[config.mk]
export PLATFORM = sky130hd
export DESIGN_NAME = accel_conditioner
export DESIGN_NICKNAME = d
export VERILOG_FILES = /design/src/rtl/accel_conditioner.sv
export SDC_FILE = /design/constraint.sdc
export NUM_CORES = 1
export LEC_CHECK = 0
export BUFFER_PORTS_ARGS = -buffer_cell sky130_fd_sc_hd__buf_4
export CORE_ASPECT_RATIO = 0.75
export CORE_UTILIZATION = 50
export CTS_BUF_LIST = sky130_fd_sc_hd__clkbuf_4
export DETAILED_ROUTE_END_ITERATION = 8
export PLACE_DENSITY_LB_ADDON = 0.05
export SKIP_LAST_GASP = 1
export SYNTH_ARGS = -nofsm -noshare
export SYNTH_HDL_FRONTEND = slang
export SYNTH_SLANG_ARGS = --single-unit
export TNS_END_PERCENT = 20
[constraint.sdc]
create_clock -name clk -period 8.9 [get_ports clk]
set_input_delay 0.445 -clock clk [delete_from_list [all_inputs] [get_ports clk]]
set_output_delay 0.445 -clock clk [all_outputs]
set_load 0.01 [all_outputs]
[src/rtl/accel_conditioner.sv]
// Per-axis tilt conditioner: fixed-rate sampling, zero-offset calibration, moving average,
// optional deadzone (enabled by defining ACCEL_DEADZONE_EN), sign-magnitude output.
`timescale 1ns / 1ps

module accel_conditioner #(
  parameter int unsigned SAMPLE_DIV = 100000,
  parameter int unsigned AVG_LOG2   = 3,
  parameter logic [7:0]  DEADZONE   = 8'd4
) (
  input  logic       clk,
  input  logic       reset,
  input  logic [8:0] accel_x_in,
  input  logic [8:0] accel_y_in,
  input  logic       cal_req,
  output logic [8:0] x_out,
  output logic [8:0] y_out,
  output logic       out_valid,
  output logic       cal_busy
);

  localparam int unsigned CntW  = (SAMPLE_DIV > 1) ? $clog2(SAMPLE_DIV) : 1;
  localparam int unsigned Depth = 1 << AVG_LOG2;
  localparam int unsigned SumW  = 11 + AVG_LOG2;

  localparam logic [CntW-1:0]    CntMax = CntW'(SAMPLE_DIV - 1);
  localparam logic signed [SumW:0] PosLim = (SumW + 1)'(255);
  localparam logic signed [SumW:0] NegLim = -PosLim;

  typedef enum logic [0:0] {StIdle, StCal} state_e;

  function automatic logic signed [10:0] sm_to_tc(input logic [8:0] sm);
    logic signed [10:0] mag;
    mag = {3'b000, sm[7:0]};
    return sm[8] ? -mag : mag;
  endfunction

  function automatic logic signed [10:0] sat11(input logic signed [SumW:0] v);
    if (v > PosLim) begin
      return 11'sd255;
    end else if (v < NegLim) begin
      return -11'sd255;
    end
    return v[10:0];
  endfunction

  function automatic logic [SumW-1:0] abs_sw(input logic signed [SumW-1:0] v);
    return v[SumW-1] ? -v : v;
  endfunction

  // Zero always maps to 9'h000, never to negative zero.
  function automatic logic [8:0] tc_to_sm(input logic signed [SumW-1:0] v);
    logic [SumW-1:0] a;
    logic [7:0]      mag;
    a   = abs_sw(v);
    mag = (a > SumW'(255)) ? 8'hFF : a[7:0];
    if (mag == 8'd0) begin
      return 9'h000;
    end
    return {v[SumW-1], mag};
  endfunction

  // Tick generator and calibrate edge detector
  logic [CntW-1:0] cnt_q;
  logic            tick;
  logic            cal_req_q;
  logic            cal_rise;

  assign tick     = (cnt_q == CntMax);
  assign cal_rise = cal_req & ~cal_req_q;

  always_ff @(posedge clk) begin
    if (reset) begin
      cnt_q     <= '0;
      cal_req_q <= 1'b0;
    end else begin
      cnt_q     <= tick ? '0 : cnt_q + CntW'(1);
      cal_req_q <= cal_req;
    end
  end

  // Per-axis datapath, index 0 = X, 1 = Y
  logic [8:0]             raw      [2];
  logic signed [10:0]     tc       [2];
  logic signed [SumW:0]   diff     [2];
  logic signed [10:0]     corr_d   [2];
  logic signed [10:0]     corr_q   [2];
  logic signed [10:0]     off_d    [2];
  logic signed [10:0]     off_q    [2];
  logic signed [SumW-1:0] cal_sum_d[2];
  logic signed [SumW-1:0] cal_sum_q[2];
  logic signed [SumW-1:0] cal_tot  [2];
  logic signed [SumW-1:0] cal_sh   [2];
  logic signed [10:0]     hist_q   [2][Depth];
  logic signed [10:0]     oldest   [2];
  logic signed [SumW-1:0] sum_d    [2];
  logic signed [SumW-1:0] sum_q    [2];
  logic signed [SumW-1:0] avg      [2];
  logic [8:0]             out_d    [2];
  logic [8:0]             out_q    [2];

  logic [AVG_LOG2-1:0] ptr_q;
  logic [AVG_LOG2-1:0] cal_cnt_d, cal_cnt_q;
  state_e              state_d, state_q;
  logic                clr_hist;
  logic                v1_q, v2_q, v3_q;

  assign raw[0] = accel_x_in;
  assign raw[1] = accel_y_in;

  always_comb begin
    for (int a = 0; a < 2; a++) begin
      tc[a]      = sm_to_tc(raw[a]);
      diff[a]    = {{(AVG_LOG2 + 1){tc[a][10]}}, tc[a]}
                 - {{(AVG_LOG2 + 1){off_q[a][10]}}, off_q[a]};
      corr_d[a]  = sat11(diff[a]);
      cal_tot[a] = cal_sum_q[a] + {{AVG_LOG2{tc[a][10]}}, tc[a]};
      cal_sh[a]  = cal_tot[a] >>> AVG_LOG2;
      oldest[a]  = hist_q[a][ptr_q];
      sum_d[a]   = sum_q[a] + {{AVG_LOG2{corr_q[a][10]}}, corr_q[a]}
                 - {{AVG_LOG2{oldest[a][10]}}, oldest[a]};
      avg[a]     = sum_q[a] >>> AVG_LOG2;
`ifdef ACCEL_DEADZONE_EN
      if (abs_sw(avg[a]) <= SumW'(DEADZONE)) begin
        avg[a] = '0;
      end
`endif
      out_d[a]   = tc_to_sm(avg[a]);
    end
  end

  // Calibration FSM: raw samples are accumulated, never the corrected ones
  always_comb begin
    state_d   = state_q;
    cal_cnt_d = cal_cnt_q;
    clr_hist  = 1'b0;
    for (int a = 0; a < 2; a++) begin
      cal_sum_d[a] = cal_sum_q[a];
      off_d[a]     = off_q[a];
    end
    unique case (state_q)
      StIdle: begin
        if (cal_rise) begin
          state_d   = StCal;
          cal_cnt_d = '0;
          for (int a = 0; a < 2; a++) begin
            cal_sum_d[a] = '0;
          end
        end
      end
      StCal: begin
        if (tick) begin
          if (cal_cnt_q == '1) begin
            state_d   = StIdle;
            cal_cnt_d = '0;
            clr_hist  = 1'b1;
            for (int a = 0; a < 2; a++) begin
              cal_sum_d[a] = '0;
              off_d[a]     = sat11({cal_sh[a][SumW-1], cal_sh[a]});
            end
          end else begin
            cal_cnt_d = cal_cnt_q + AVG_LOG2'(1);
            for (int a = 0; a < 2; a++) begin
              cal_sum_d[a] = cal_tot[a];
            end
          end
        end
      end
      default: state_d = StIdle;
    endcase
  end

  always_ff @(posedge clk) begin
    if (reset) begin
      state_q   <= StIdle;
      cal_cnt_q <= '0;
      for (int a = 0; a < 2; a++) begin
        cal_sum_q[a] <= '0;
        off_q[a]     <= '0;
      end
    end else begin
      state_q   <= state_d;
      cal_cnt_q <= cal_cnt_d;
      for (int a = 0; a < 2; a++) begin
        cal_sum_q[a] <= cal_sum_d[a];
        off_q[a]     <= off_d[a];
      end
    end
  end

  // Three-stage sample pipeline: capture/correct, average update, output
  always_ff @(posedge clk) begin
    if (reset) begin
      v1_q  <= 1'b0;
      v2_q  <= 1'b0;
      v3_q  <= 1'b0;
      ptr_q <= '0;
      for (int a = 0; a < 2; a++) begin
        corr_q[a] <= '0;
        sum_q[a]  <= '0;
        out_q[a]  <= '0;
        for (int i = 0; i < Depth; i++) begin
          hist_q[a][i] <= '0;
        end
      end
    end else begin
      v1_q <= tick && (state_q == StIdle);
      v2_q <= v1_q;
      v3_q <= v2_q;
      if (tick && (state_q == StIdle)) begin
        for (int a = 0; a < 2; a++) begin
          corr_q[a] <= corr_d[a];
        end
      end
      if (clr_hist) begin
        ptr_q <= '0;
        for (int a = 0; a < 2; a++) begin
          sum_q[a] <= '0;
          for (int i = 0; i < Depth; i++) begin
            hist_q[a][i] <= '0;
          end
        end
      end else if (v1_q) begin
        ptr_q <= ptr_q + AVG_LOG2'(1);
        for (int a = 0; a < 2; a++) begin
          hist_q[a][ptr_q] <= corr_q[a];
          sum_q[a]         <= sum_d[a];
        end
      end
      if (v2_q) begin
        for (int a = 0; a < 2; a++) begin
          out_q[a] <= out_d[a];
        end
      end
    end
  end

  assign x_out     = out_q[0];
  assign y_out     = out_q[1];
  assign out_valid = v3_q;
  assign cal_busy  = (state_q == StCal);

endmodule

# After elaboration in Yosys (flattened, before gate mapping)
# Memory sizes are Yosys's and may differ from the RTL's.
# Index checks and enable logic that the tools add are counted.
# totals
elab_cells	545
ff_bits	28
memories	6
out_inout_bits	20
ramBits	294
# memory_table
memory	depth	width	rd	rd_ports_with_merged_regs	wr	line	text
hist_q	2	88	2	0	2	93	logic signed [10:0] hist_q [2][Depth];
cal_sum_q	2	14	2	0	2	90	logic signed [SumW-1:0] cal_sum_q[2];
sum_q	2	14	2	0	2	96	logic signed [SumW-1:0] sum_q [2];
corr_q	2	11	2	0	2	86	logic signed [10:0] corr_q [2];
off_q	2	11	2	0	2	88	logic signed [10:0] off_q [2];
out_q	2	9	2	0	2	99	logic [8:0] out_q [2];
# classes
n_mux	285
n_reduce_logical	7
eq_ne	4
n_bitwise	208
n_lt_le_gt_ge	12
add_sub_neg	15
# op_table
cell	count
11-bit 2-to-1 mux	39
1-bit 2-to-1 mux	214
1-bit bitwise OR	204
14-bit 2-to-1 mux	8
88-bit 2-to-1 mux	1
28-bit 2-to-1 mux	3
11-bit binary-select mux with 3-bit select	2
22-bit 2-to-1 mux	3
14-bit adder	4
28-bit one-hot mux with 2 select lines	1
9-bit 2-to-1 mux	6
11-bit demux with 3-bit select	1
14-bit by 8-bit greater-than comparator with 1-bit output (second input constant)	2
11-bit negation with 14-bit output	2
14-bit subtractor	2
12-bit by 9-bit greater-than comparator with 1-bit output (second input constant)	2
12-bit by 9-bit < comparator with 1-bit output (second input constant)	2
11-bit by 11-bit subtractor with 12-bit output	2
11-bit by 9-bit greater-than comparator with 1-bit output (second input constant)	2
11-bit by 9-bit < comparator with 1-bit output (second input constant)	2
8-bit negation with 11-bit output	2
17-bit by 1-bit adder with 17-bit output (second input constant)	1
17-bit == test (second input constant)	1
8-bit zero test	2
other kinds (15)	23

# Logic depth before layout (Yosys ltp)
# Gate-level depths: netlist of the first run.
# logic_depth
depth_word	14
ltp_mapped	20

# Worst setup path before layout of the first run
# OpenSTA, ideal clock, no wires.
# synth_timing
path_kind	register to register
startpoint	register ptr_q[1]
endpoint	memory sum_q[0][27] in the netlist's numbering (data pin)
path_slack_ns	4.883
arrival_ns	3.751
synth_period_minus_slack_ns	4.017
path_stages_with_launch	18
required_time_ns	8.634
cell_sequence	dfxtp_1 -> clkbuf_1 -> nor3b_1 -> clkbuf_1 -> a22oi_1 -> nand4_1 -> fa_1 -> inv_1 -> ha_1 -> a21o_1 -> a21o_1 -> nand2_1 -> a211oi_1 -> a41o_1 -> o41ai_1 -> o21ai_0 -> xnor2_1 -> nor2_1
# synth_rtl
item	line	text
start, declared	101	logic [AVG_LOG2-1:0] ptr_q;
start signal, assigned	223	ptr_q <= ptr_q + AVG_LOG2'(1);
end, declared	96	

==> results.yml, run 1 <==
outcome:
  outcome: "finished, final reports clean"
clock_tree:
  clock_path_buffers: 3
  cts_setup_buffers: 0
  htreeDepth: 3
  root_buffer: "clkbuf_4"
  cts_buffers: 83
  cts_sinks: 322
  clk_latency_ns: 0.77
  cts_tree: "built"
  cts.clk_slew.worst_paths_ns: 0.08
cells_and_area:
  fillers: 3127
  final_cell_mix: "244 x edfxtp_1, 152 x inv_1, 146 x nor2_1"
  drive_gt1_share_pct: 11.36
  seqCellArea_um2: 8889
  multi_input_area_um2: 8305
  nets: 1935
  final_common_cell: "edfxtp_1"
  syn2layout_area_growth_pct: 9.887
global_route:
  grt_max_degree: 69
  grt_pass1_vias: 12810
  antenna_found_initial: 1
  track_usage_pct: 25.20
  overflow: 0
  grt_pass1_wl_um: 72150
placement:
  gp_congestion: 0.8702
  dp_hpwl_um: 31650
  portBuffers: 40
  dp_slack_ns: 3.257
timing:
  fin_ws_ns: 3.137
  rsz0062_at_grt: "no"
  post-route-period-util_pct: 64.75
  fin_tns_setup_ns: 0
  fin_crit_ns: 5.763
  worst_hold_slack_ns: 0.08176
  fmaxAchievable_mhz: 173.5
  final-hold-violation-count: 0
  slew_violations: 0
  setup_violations: 0
  clock_skew_ns: 0.03565
  relSlewSlack_pct: 13.21
  worst_pin_slew_ns: 1.302
min_path:
  hold_path_class: "in2reg"
  worstHoldPathCells: 4
floorplanning:
  io_pins: 41
  row_count: 59
  die_x_um: 221.3
  coreArea_um2: 35060
  start_util_pct: 51.43
  die_h_um: 166.5
  die_area_um2: 36840
setup_path:
  critPathArrivalTime_ns: 6.25
  rr_startpoint: "ptr_q[0]"
  reg2reg_depth: 17
  crit_type: "reg2reg"
  crit_required_ns: 9.39
  cp_max_fo: 31
  worst_setup_path_end_kind: "flop"
  cp-endpoint: "sum_q[0][27]"
  startpoint: "ptr_q[0]"
  startpoint_type: "flop"
  r2r_end: "sum_q[0][27]"
  r2r_setup_slack_ns: 3.14
logic_synthesis:
  synthDistinctLibCells: 64
  syn_avg_cell_area_um2: 10.44
  synth_seq_area_share_pct: 49.29
  synth.area.top_cells: "edfxtp_1 41%, dfxtp_1 8.7%, ha_1 6.1%"
  synth_largest_area_cell: "edfxtp_1"
  synth-edff-count: 244
  async_flop_share_pct: 0
  synth_top_area_share_pct: 40.63
  synth_area_um2: 18030
  synth-seq-cells: 322
  netlist_instances: 1728
  syn_nets: 1867
  ys.warnings.count: 0
  synthFlopType: "edfxtp_1"
drt:
  dr_total_vias: 13450
  wl_per_cell_um: 19.91
  drtPass1Iterations: 5
  ant_nets: 0
  drt_iter0_markers: 1277
  routed_via_density: 5.809
  wirelength_um: 46100
  drc_errors: 0
power:
  powerDensity_nw_per_um2: 168.7
  p_leak_nw: 7.787
  peakVddDrop_mv: 0.09489
flow_run:
  maxCapViolations: 0
[layout make-up]
cell class              instances  share of cell area (%)
diodes                          1                 0.01263
clock buffers                 112                   4.243
clock inverters                34                  0.9913
inverters                     152                   2.879
multi-input cells            1179                   41.91
flip-flops and latches        322                   44.85
well taps                     457                   2.885
repair buffers                 58                   2.223
[per-layer routing]
| layer | GRT usage [%] | up-vias | share of wire, % |
|---|---|---|---|
| met4 | 6.963 | 0 | 1.8 |
| met2 | 35.43 | 441 | 41 |
| met5 | 0 | - | 0 |
| met3 | 5.540 | 70 | 7.6 |
| met1 | 38.70 | 6498 | 50 |
| li1 | - | 6438 | - |
[logic make-up after synthesis]
| logic type | count (synthesis) | synth area share, % |
|---|---|---|
| simple gates | 583 | 17.24 |
| xor+xnor | 97 | 4.711 |
| fa+ha+maj | 118 | 9.436 |
| flops | 322 | 49.29 |
| mux | 12 | 0.6661 |
| compound gates | 369 | 13.75 |
| buf+inv | 227 | 4.905 |
[how the worst min path moves through the flow]
| stage | slack, ns | start | endpoint |
|---|---|---|---|
| floorplan | 0.43 | cnt_q[0] | cnt_q[0] |
| global route | 0.07 | accel_x_in[0] | cal_sum_q[0][0] |
| global placement | 0.45 | cnt_q[0] | cnt_q[0] |
| finish | 0.08 | accel_x_in[0] | cal_sum_q[0][0] |
| CTS | 0.006 | accel_x_in[0] | cal_sum_q[0][0] |
| detailed placement | 0.45 | off_q[0][21] | off_q[0][21] |
[critical path: stages, from the launching register on]
cell and delay, ns:
dfxtp_1 1.17, nand2_1 0.82, nor2_2 0.34, buf_4 0.34, a22oi_1 0.15, nand4_1 0.13, fa_1 0.46, inv_1 0.09
ha_1 0.23, a21o_1 0.18, a21o_1 0.18, nand2_1 0.10, a211oi_1 0.10, a41o_1 0.27, o41ai_1 0.46, o21ai_0 0.21
xnor2_1 0.18, nor2_1 0.05
[Yosys cell counts (6+ instances only)]
cell type / count
fa_1: 30
o211ai_1: 8
nor3_1: 31
xor2_1: 30
a21oi_1: 83
o21a_1: 20
nor2b_1: 20
a31oi_1: 11
xnor2_1: 67
and3_1: 18
clkbuf_1: 65
a211oi_1: 11
or2_2: 13
nand2b_1: 24
edfxtp_1: 244
a22oi_1: 114
nor2_1: 149
mux2i_1: 12
a21o_1: 12
nand4_1: 26
ha_1: 88
nand2_1: 58
nand3_1: 22
nor4_1: 44
or3_1: 14
nor3b_1: 8
o31ai_1: 6
dfxtp_1: 78
o21ai_0: 48
inv_1: 152
and2_1: 139
o22ai_1: 12
[power by group]
group,internal (mW),switching [mW]
logic,0.151,0.240
registers,1.65,0.0238
clock network,0.645,0.632
[what timing repair did]
action,4_1_cts,5_1_grt
gates resized for setup,0,0
hold buffers,2,0
endpoints found under the hold margin,3,0
[sequential cells by signal, summed over array words and instances, names as in the netlist]
name and cells:
cal_busy 1, cal_cnt_q 3, cal_req_q 1, cal_sum_q 28, cnt_q 17, corr_q 22, hist_q 176, off_q 22
out_q 18, out_valid 1, ptr_q 3, sum_q 28, v1_q 1, v2_q 1
[stage by stage]
step                total power, mW  std cells  area, µm²  utilization (%)
floorplan                     1.986       1728      18030                -
global placement              2.086       2166      18760            53.49
detailed placement            2.091       2166      18760            53.49
CTS                           3.369       2314      19810            56.51
global route                  3.495       2315      19820            56.51
finish                        3.342       2315      19820            56.51
No activity file was read; power rests on OpenSTA's default activity.
==> run 2, diff against run 1 <==
--- a/config.mk
+++ b/config.mk
@@ -5,6 +5,7 @@
 export SDC_FILE = /design/constraint.sdc
 export NUM_CORES = 1
 export LEC_CHECK = 0
+export ABC_AREA = 1
 export BUFFER_PORTS_ARGS = -buffer_cell sky130_fd_sc_hd__buf_4
 export CORE_ASPECT_RATIO = 0.75
 export CORE_UTILIZATION = 50
==> constraint.sdc (replaced) <==
create_clock -name clk -period 5.1 [get_ports clk]
set_input_delay 0.255 -clock clk [delete_from_list [all_inputs] [get_ports clk]]
set_output_delay 0.255 -clock clk [all_outputs]
set_load 0.01 [all_outputs]
==> run 2 against run 1 <==
  * Routed wire length increased by 6.7%
  * Final cell count increased by 23%
  * Setup slack got worse by 2.2 ns
  * Clock power increased by 83%
  * Clock skew increased by 0.012 ns
  * Utilization increased by 0.48 points
  * Combinational power increased by 94%
==> results.yml, run 2 <==
outcome:
  outcome: "finished, final reports clean"
setup_path:
  cp_common_cell: "a21oi_1"
  critPathMaxStageDelay_ns: 0.55
  worst_setup_path_end_kind: "flop"
  r2r_end: "sum_q[0][11]"
  critPathArrivalTime_ns: 4.71
  crit_chain: "inv_2 > nand3_1 > inv_1 > buf_4 > a22o_1 > a221oi_1 > nand4_1 > fa_1 > inv_1 > ha_1 > a21oi_1 > nand2_1 > a21oi_1 > o21ai_0 > nand3_1 > nand2_1 > o21ai_1 > a21oi_1"
  crit_type: "reg2reg"
  startpoint_type: "flop"
  rr_startpoint: "ptr_q[0]"
  reg2reg_depth: 18
  cpMaxStageDelayCell: "dfxtp_1"
  startpoint: "ptr_q[0]"
  cp_num_buf_inv: 4
  crit_required_ns: 5.62
  r2r_setup_slack_ns: 0.91
  cpLargestDelayFamily: "compound AO/OA/AOI/OAI gates"
  cp_max_fo: 13
  cp-endpoint: "sum_q[0][11]"
  cp_num_cells: 18
logic_synthesis:
  ys.warnings.count: 0
  synth_area_um2: 18540
  synthTopCellsByCount: "462 x nand2_1, 316 x nor2_1, 315 x inv_1"
  synth_largest_area_cell: "edfxtp_1"
  syn_avg_cell_area_um2: 8.469
  synth_seq_area_share_pct: 47.95
  synthFlopType: "edfxtp_1"
  synth.area.top_cells: "edfxtp_1 40%, nand2_1 9.4%, dfxtp_1 8.4%"
  synth-edff-count: 244
  synth_top_area_share_pct: 39.52
  syn_nets: 2328
  synth-seq-cells: 322
  netlist_instances: 2189
  async_flop_share_pct: 0
  synthDistinctLibCells: 45
  synth.most_common_cell: "nand2_1"
timing:
  rsz0062_at_grt: "no"
  fin_tns_setup_ns: 0
  clock_skew_ns: 0.04812
  fin_crit_ns: 4.191
  fmaxAchievable_mhz: 238.6
  relSlewSlack_pct: 32.29
  slew_violations: 0
  post-route-period-util_pct: 82.19
  worst_pin_slew_ns: 1.015
  setup_violations: 0
  final-hold-violation-count: 0
clock_tree:
  clk_latency_ns: 0.79
  cts.clk_slew.worst_paths_ns: 0.07
  clock_path_buffers: 3
  htreeDepth: 3
  cts_tree: "built"
  cts_sinks: 322
  cts_buffers: 85
  cts_resized: 0
  root_buffer: "clkbuf_4"
placement:
  dp_hpwl_um: 34940
  portBuffers: 40
  gp_congestion: 0.9152
  place_area_um2: 19460
global_route:
  grt_pass1_vias: 14600
  antenna_found_initial: 1
  grt_max_degree: 36
  grt_pass1_wl_um: 78910
  overflow: 0
  track_usage_pct: 26.90
drt:
  dr_total_vias: 15320
  ant_nets: 0
  wl_per_cell_um: 17.23
  drtPass1Iterations: 6
  wirelength_um: 49190
  routed_via_density: 5.364
  drt_iter0_markers: 1388
  drc_errors: 0
cells_and_area:
  syn2layout_area_growth_pct: 11.26
  nets: 2438
  final_cell_mix: "462 x nand2_1, 315 x inv_1, 315 x nor2_1"
  seqCellArea_um2: 8889
  multi_input_area_um2: 8117
  fillers: 3342
  top_register: "hist_q"
  largest_register_ffs: 176
  largestRegisters: "hist_q: 176 flops, cal_sum_q: 28 flops, sum_q: 28 flops"
  final_common_cell: "nand2_1"
  drive_gt1_share_pct: 10.47
  stdcell_area_um2: 20620
flow_run:
  maxCapViolations: 0
floorplanning:
  start_util_pct: 51.23
  die_h_um: 168.8
  io_pins: 41
  row_count: 60
  die_x_um: 224.3
  die_area_um2: 37860
  coreArea_um2: 36180
power:
  peakVddDrop_mv: 0.1397
  powerDensity_nw_per_um2: 292.6
  p_total_mw: 6.035
  p_leak_nw: 9.135
min_path:
  hold_path_class: "in2reg"
run 2: changes by cell type in the layout (fill, tap and decap cells not counted), sizes merged, moves of 44 or more:
| cell | change |
|---|---|
| a21oi | +68 |
| a22oi | -86 |
| and2 | -138 |
| inv | +168 |
| nand2 | +412 |
| nand3 | +80 |
| nor2 | +170 |
| nor4 | -44 |
| xnor2 | -59 |
run 2: how the worst min path moves through the flow:
| stage | startpoint | end | slack, ns | depth (start not counted) |
|---|---|---|---|---|
| 2_1_floorplan | cal_req | cal_req_q | 0.38 | 2 |
| 3_3_place_gp | cal_cnt_q[0] | cal_cnt_q[0] | 0.45 | 1 |
| 3_5_place_dp | cal_cnt_q[0] | cal_cnt_q[0] | 0.45 | 1 |
| 4_1_cts | accel_x_in[8] | cal_sum_q[0][13] | 0.13 | 9 |
| 5_1_grt | accel_x_in[8] | cal_sum_q[0][13] | 0.23 | 9 |
| 6_report | accel_x_in[8] | cal_sum_q[0][13] | 0.21 | 9 |
run 2: worst min-delay path: cells and delay by family:
| family | cells | cell delay (ns) |
|---|---|---|
| buffers and inverters | 3 | 0.27 |
| and+or+nand+nor | 5 | 0.35 |
| AOI/OAI and AO/OA | 1 | 0.05 |
run 2: timing repair:
item | 4_1_cts | 5_1_grt
setup buffers | 0 | 0
hold endpoints to repair | 33 | 0
hold buffers | 6 | 0
run 2: logic make-up (layout without fill, tap and decap cells):
family	Yosys count	count (layout)	share of synthesized area (%)
AO/OA/AOI/OAI	332	332	10.66
XOR/XNOR	34	34	1.606
adder cells (fa/ha/maj)	118	118	9.179
buffers and inverters	399	568	8.491
flip-flops	322	322	47.95
other	0	1	0
AND/OR/NAND/NOR	984	984	22.11
run 2: final cells by class:
| type | instances | area share [%] |
|---|---|---|
| inverter | 342 | 6.224 |
| antenna | 1 | 0.01213 |
| clock inverter | 19 | 0.6976 |
| sequential | 322 | 43.10 |
| multi-input combinational | 1468 | 39.35 |
| tap | 496 | 3.009 |
| clock buffer | 127 | 4.623 |
| timing repair buffer | 80 | 2.985 |
run 2: power by group:
part | internal (mW) | switching, mW | total [mW]
clock network | 1.24 | 1.10 | 2.34
registers | 2.90 | 0.0352 | 2.94
logic | 0.241 | 0.518 | 0.759
run 2: routing by layer:
| metal | vias to the layer above | GRT usage (%) | routed length [µm] |
|---|---|---|---|
| li1 | 7526 | - | - |
| met1 | 7101 | 41.49 | 24390 |
| met2 | 605 | 37.68 | 19530 |
| met3 | 83 | 5.728 | 4347 |
| met4 | 0 | 7.572 | 922 |
| met5 | - | 0 | 0 |
run 2: metrics by stage:
stage	hold slack, ns	std cells	setup WS (ns)	utilization, %
2_1_floorplan	0.3769	2189	1.748	-
3_3_place_gp	0.4454	2702	1.087	53.79
3_5_place_dp	0.4498	2702	1.005	53.79
4_1_cts	0.1258	2854	0.9713	56.99
5_1_grt	0.2259	2855	0.5501	57.00
6_report	0.2136	2855	0.9085	57.00
==> run 3, diff against run 2 <==
==> constraint.sdc (replaced) <==
create_clock -name clk -period 3.6 [get_ports clk]
set_input_delay 0.18 -clock clk [delete_from_list [all_inputs] [get_ports clk]]
set_output_delay 0.18 -clock clk [all_outputs]
set_load 0.01 [all_outputs]
==> run 3 against run 2 <==
  * Sequential share of layout area fell by 1.3 points
  * Final cell count rose by 2.3%
  * Setup slack got worse by 0.80 ns
  * Sequential power rose by 41%
==> results.yml, run 3 (synthesis gave the netlist of run 2 again) <==
outcome:
  outcome: "finished, final reports clean"
clock_tree:
  cts_tree: "built"
  clk_latency_ns: 0.79
  htreeDepth: 3
  clock_path_buffers: 3
  cts_sinks: 322
  cts.clk_slew.worst_paths_ns: 0.08
  root_buffer: "clkbuf_4"
  cts_buffers: 86
min_path:
  hold_path_class: "in2reg"
  min_to: "cal_sum_q[0][13]"
  worstHoldPathCells: 8
  hp-start: "accel_x_in[8]"
floorplanning:
  io_pins: 41
  die_x_um: 224.3
  die_area_um2: 37860
  coreArea_um2: 36180
  row_count: 60
  start_util_pct: 51.23
  die_h_um: 168.8
power:
  powerDensity_nw_per_um2: 402.6
  peakVddDrop_mv: 0.2283
  p_leak_nw: 9.436
cells_and_area:
  top_register: "hist_q"
  largestRegisters: "hist_q: 176 flops, cal_sum_q: 28 flops, sum_q: 28 flops"
  seqCellArea_um2: 8897
  nets: 2490
  fillers: 3304
  multi_input_area_um2: 8287
  largest_register_ffs: 176
  final_common_cell: "nand2_1"
  syn2layout_area_growth_pct: 14.79
  final_cell_mix: "459 x nand2_1, 315 x nor2_1, 314 x inv_1"
  drive_gt1_share_pct: 13.67
timing:
  slew_violations: 0
  final-hold-violation-count: 0
  fin_crit_ns: 3.492
  clock_skew_ns: 0.04241
  post-route-period-util_pct: 96.99
  relSlewSlack_pct: 51.97
  fin_ws_ns: 0.1085
  worst_hold_slack_ns: 0.1062
  rsz0062_at_grt: "yes"
  fmaxAchievable_mhz: 286.4
  setup_violations: 0
  worst_pin_slew_ns: 0.7186
setup_path:
  critPathMaxStageDelay_ns: 0.54
  r2r_end: "sum_q[0][26]"
  cp_max_fo: 12
  critPathArrivalTime_ns: 4.03
  crit_required_ns: 4.14
  cpLargestDelayFamily: "compound AO/OA/AOI/OAI gates"
  rr_startpoint: "ptr_q[0]"
  cp_num_buf_inv: 4
  startpoint_type: "flop"
  worst_setup_path_end_kind: "flop"
  crit_chain: "inv_4 > nand3_1 > inv_1 > buf_12 > a22o_1 > a221oi_1 > nand4_1 > fa_1 > inv_1 > ha_1 > a21oi_1 > o21ai_0 > nand2_1 > o2111ai_1 > o21ai_1 > a21oi_1"
  r2r_setup_slack_ns: 0.11
  crit_type: "reg2reg"
  cpMaxStageDelayCell: "fa_1"
  reg2reg_depth: 16
placement:
  gp_congestion: 0.8999
  dp_hpwl_um: 36660
  portBuffers: 40
  dp_slack_ns: -0.06919
global_route:
  grt_max_degree: 35
  antenna_found_initial: 2
  overflow: 0
  grt_pass1_vias: 14930
  track_usage_pct: 27.43
  grt_pass1_wl_um: 80260
drt:
  routed_via_density: 5.303
  dr_total_vias: 15490
  drt_iter0_markers: 1294
  drc_errors: 0
  ant_nets: 0
  drtPass1Iterations: 6
  wl_per_cell_um: 17.23
  wirelength_um: 50320
flow_run:
  maxCapViolations: 0
-- run 3: timing repair --
action,4_1_cts,5_1_grt
pin swaps,2,11
setup buffers,1,0
resized for setup,2,47
hold buffers,5,0
setup endpoints to repair,7,17
hold endpoints to repair,59,0
cloned,0,0
-- run 3: layer usage --
layer / track usage (%) / wire (µm)
met1: 41.33 / 24390
met2: 39.10 / 20370
met3: 7.221 / 4847
met4: 6.418 / 716
met5: 0 / 0
-- run 3: final cells by class --
cell class,instances,area share (%)
flip-flops and latches,322,41.81
multi-input cells,1468,38.94
well taps,496,2.916
clock buffers,121,4.269
inverters,342,6.044
repair buffers,131,5.151
diodes,3,0.03528
clock inverters,37,0.8349
-- run 3: worst max path at each step --
stage                     startpoint            to  slack, ns  cells after the start
after floorplan             ptr_q[1]  sum_q[0][25]       0.25                     17
after global placement      ptr_q[1]  sum_q[0][11]       0.03                     19
after detailed placement    ptr_q[0]  sum_q[0][27]      -0.07                     15
after CTS                   ptr_q[2]  sum_q[0][25]      -0.05                     17
after global routing        ptr_q[0]  sum_q[0][24]      -0.07                     18
final                       ptr_q[0]  sum_q[0][26]       0.11                     16
-- run 3: through the flow --
stage | power [mW] | cells | util [%] | setup TNS, ns | instance area [µm²]
final | 8.567 | 2920 | 58.81 | 0 | 21280
after global routing | 8.998 | 2920 | 58.81 | -0.1854 | 21280
after CTS | 8.589 | 2917 | 58.29 | -0.07281 | 21090
after detailed placement | 5.345 | 2753 | 55.13 | -0.1779 | 19950
after global placement | 5.332 | 2753 | 55.13 | 0 | 19950
after floorplan | 4.981 | 2189 | - | 0 | 18540
-- run 3: where the power goes --
part           leakage [nW]  switching [mW]  total (mW)  internal, mW
Combinational          5.77           0.767        1.17         0.400
Clock                 0.642            1.60        3.24          1.63
Sequential             3.02          0.0569        4.16          4.11
-- run 3: worst reg2reg max path, cell delays in order, from the launching register on --
cell,delay [ns]
dfxtp_4,0.38
inv_4,0.06
nand3_1,0.06
inv_1,0.11
buf_12,0.18
a22o_1,0.22
a221oi_1,0.33
nand4_1,0.25
fa_1,0.54
inv_1,0.04
ha_1,0.34
a21oi_1,0.23
o21ai_0,0.13
nand2_1,0.07
o2111ai_1,0.13
o21ai_1,0.14
a21oi_1,0.05
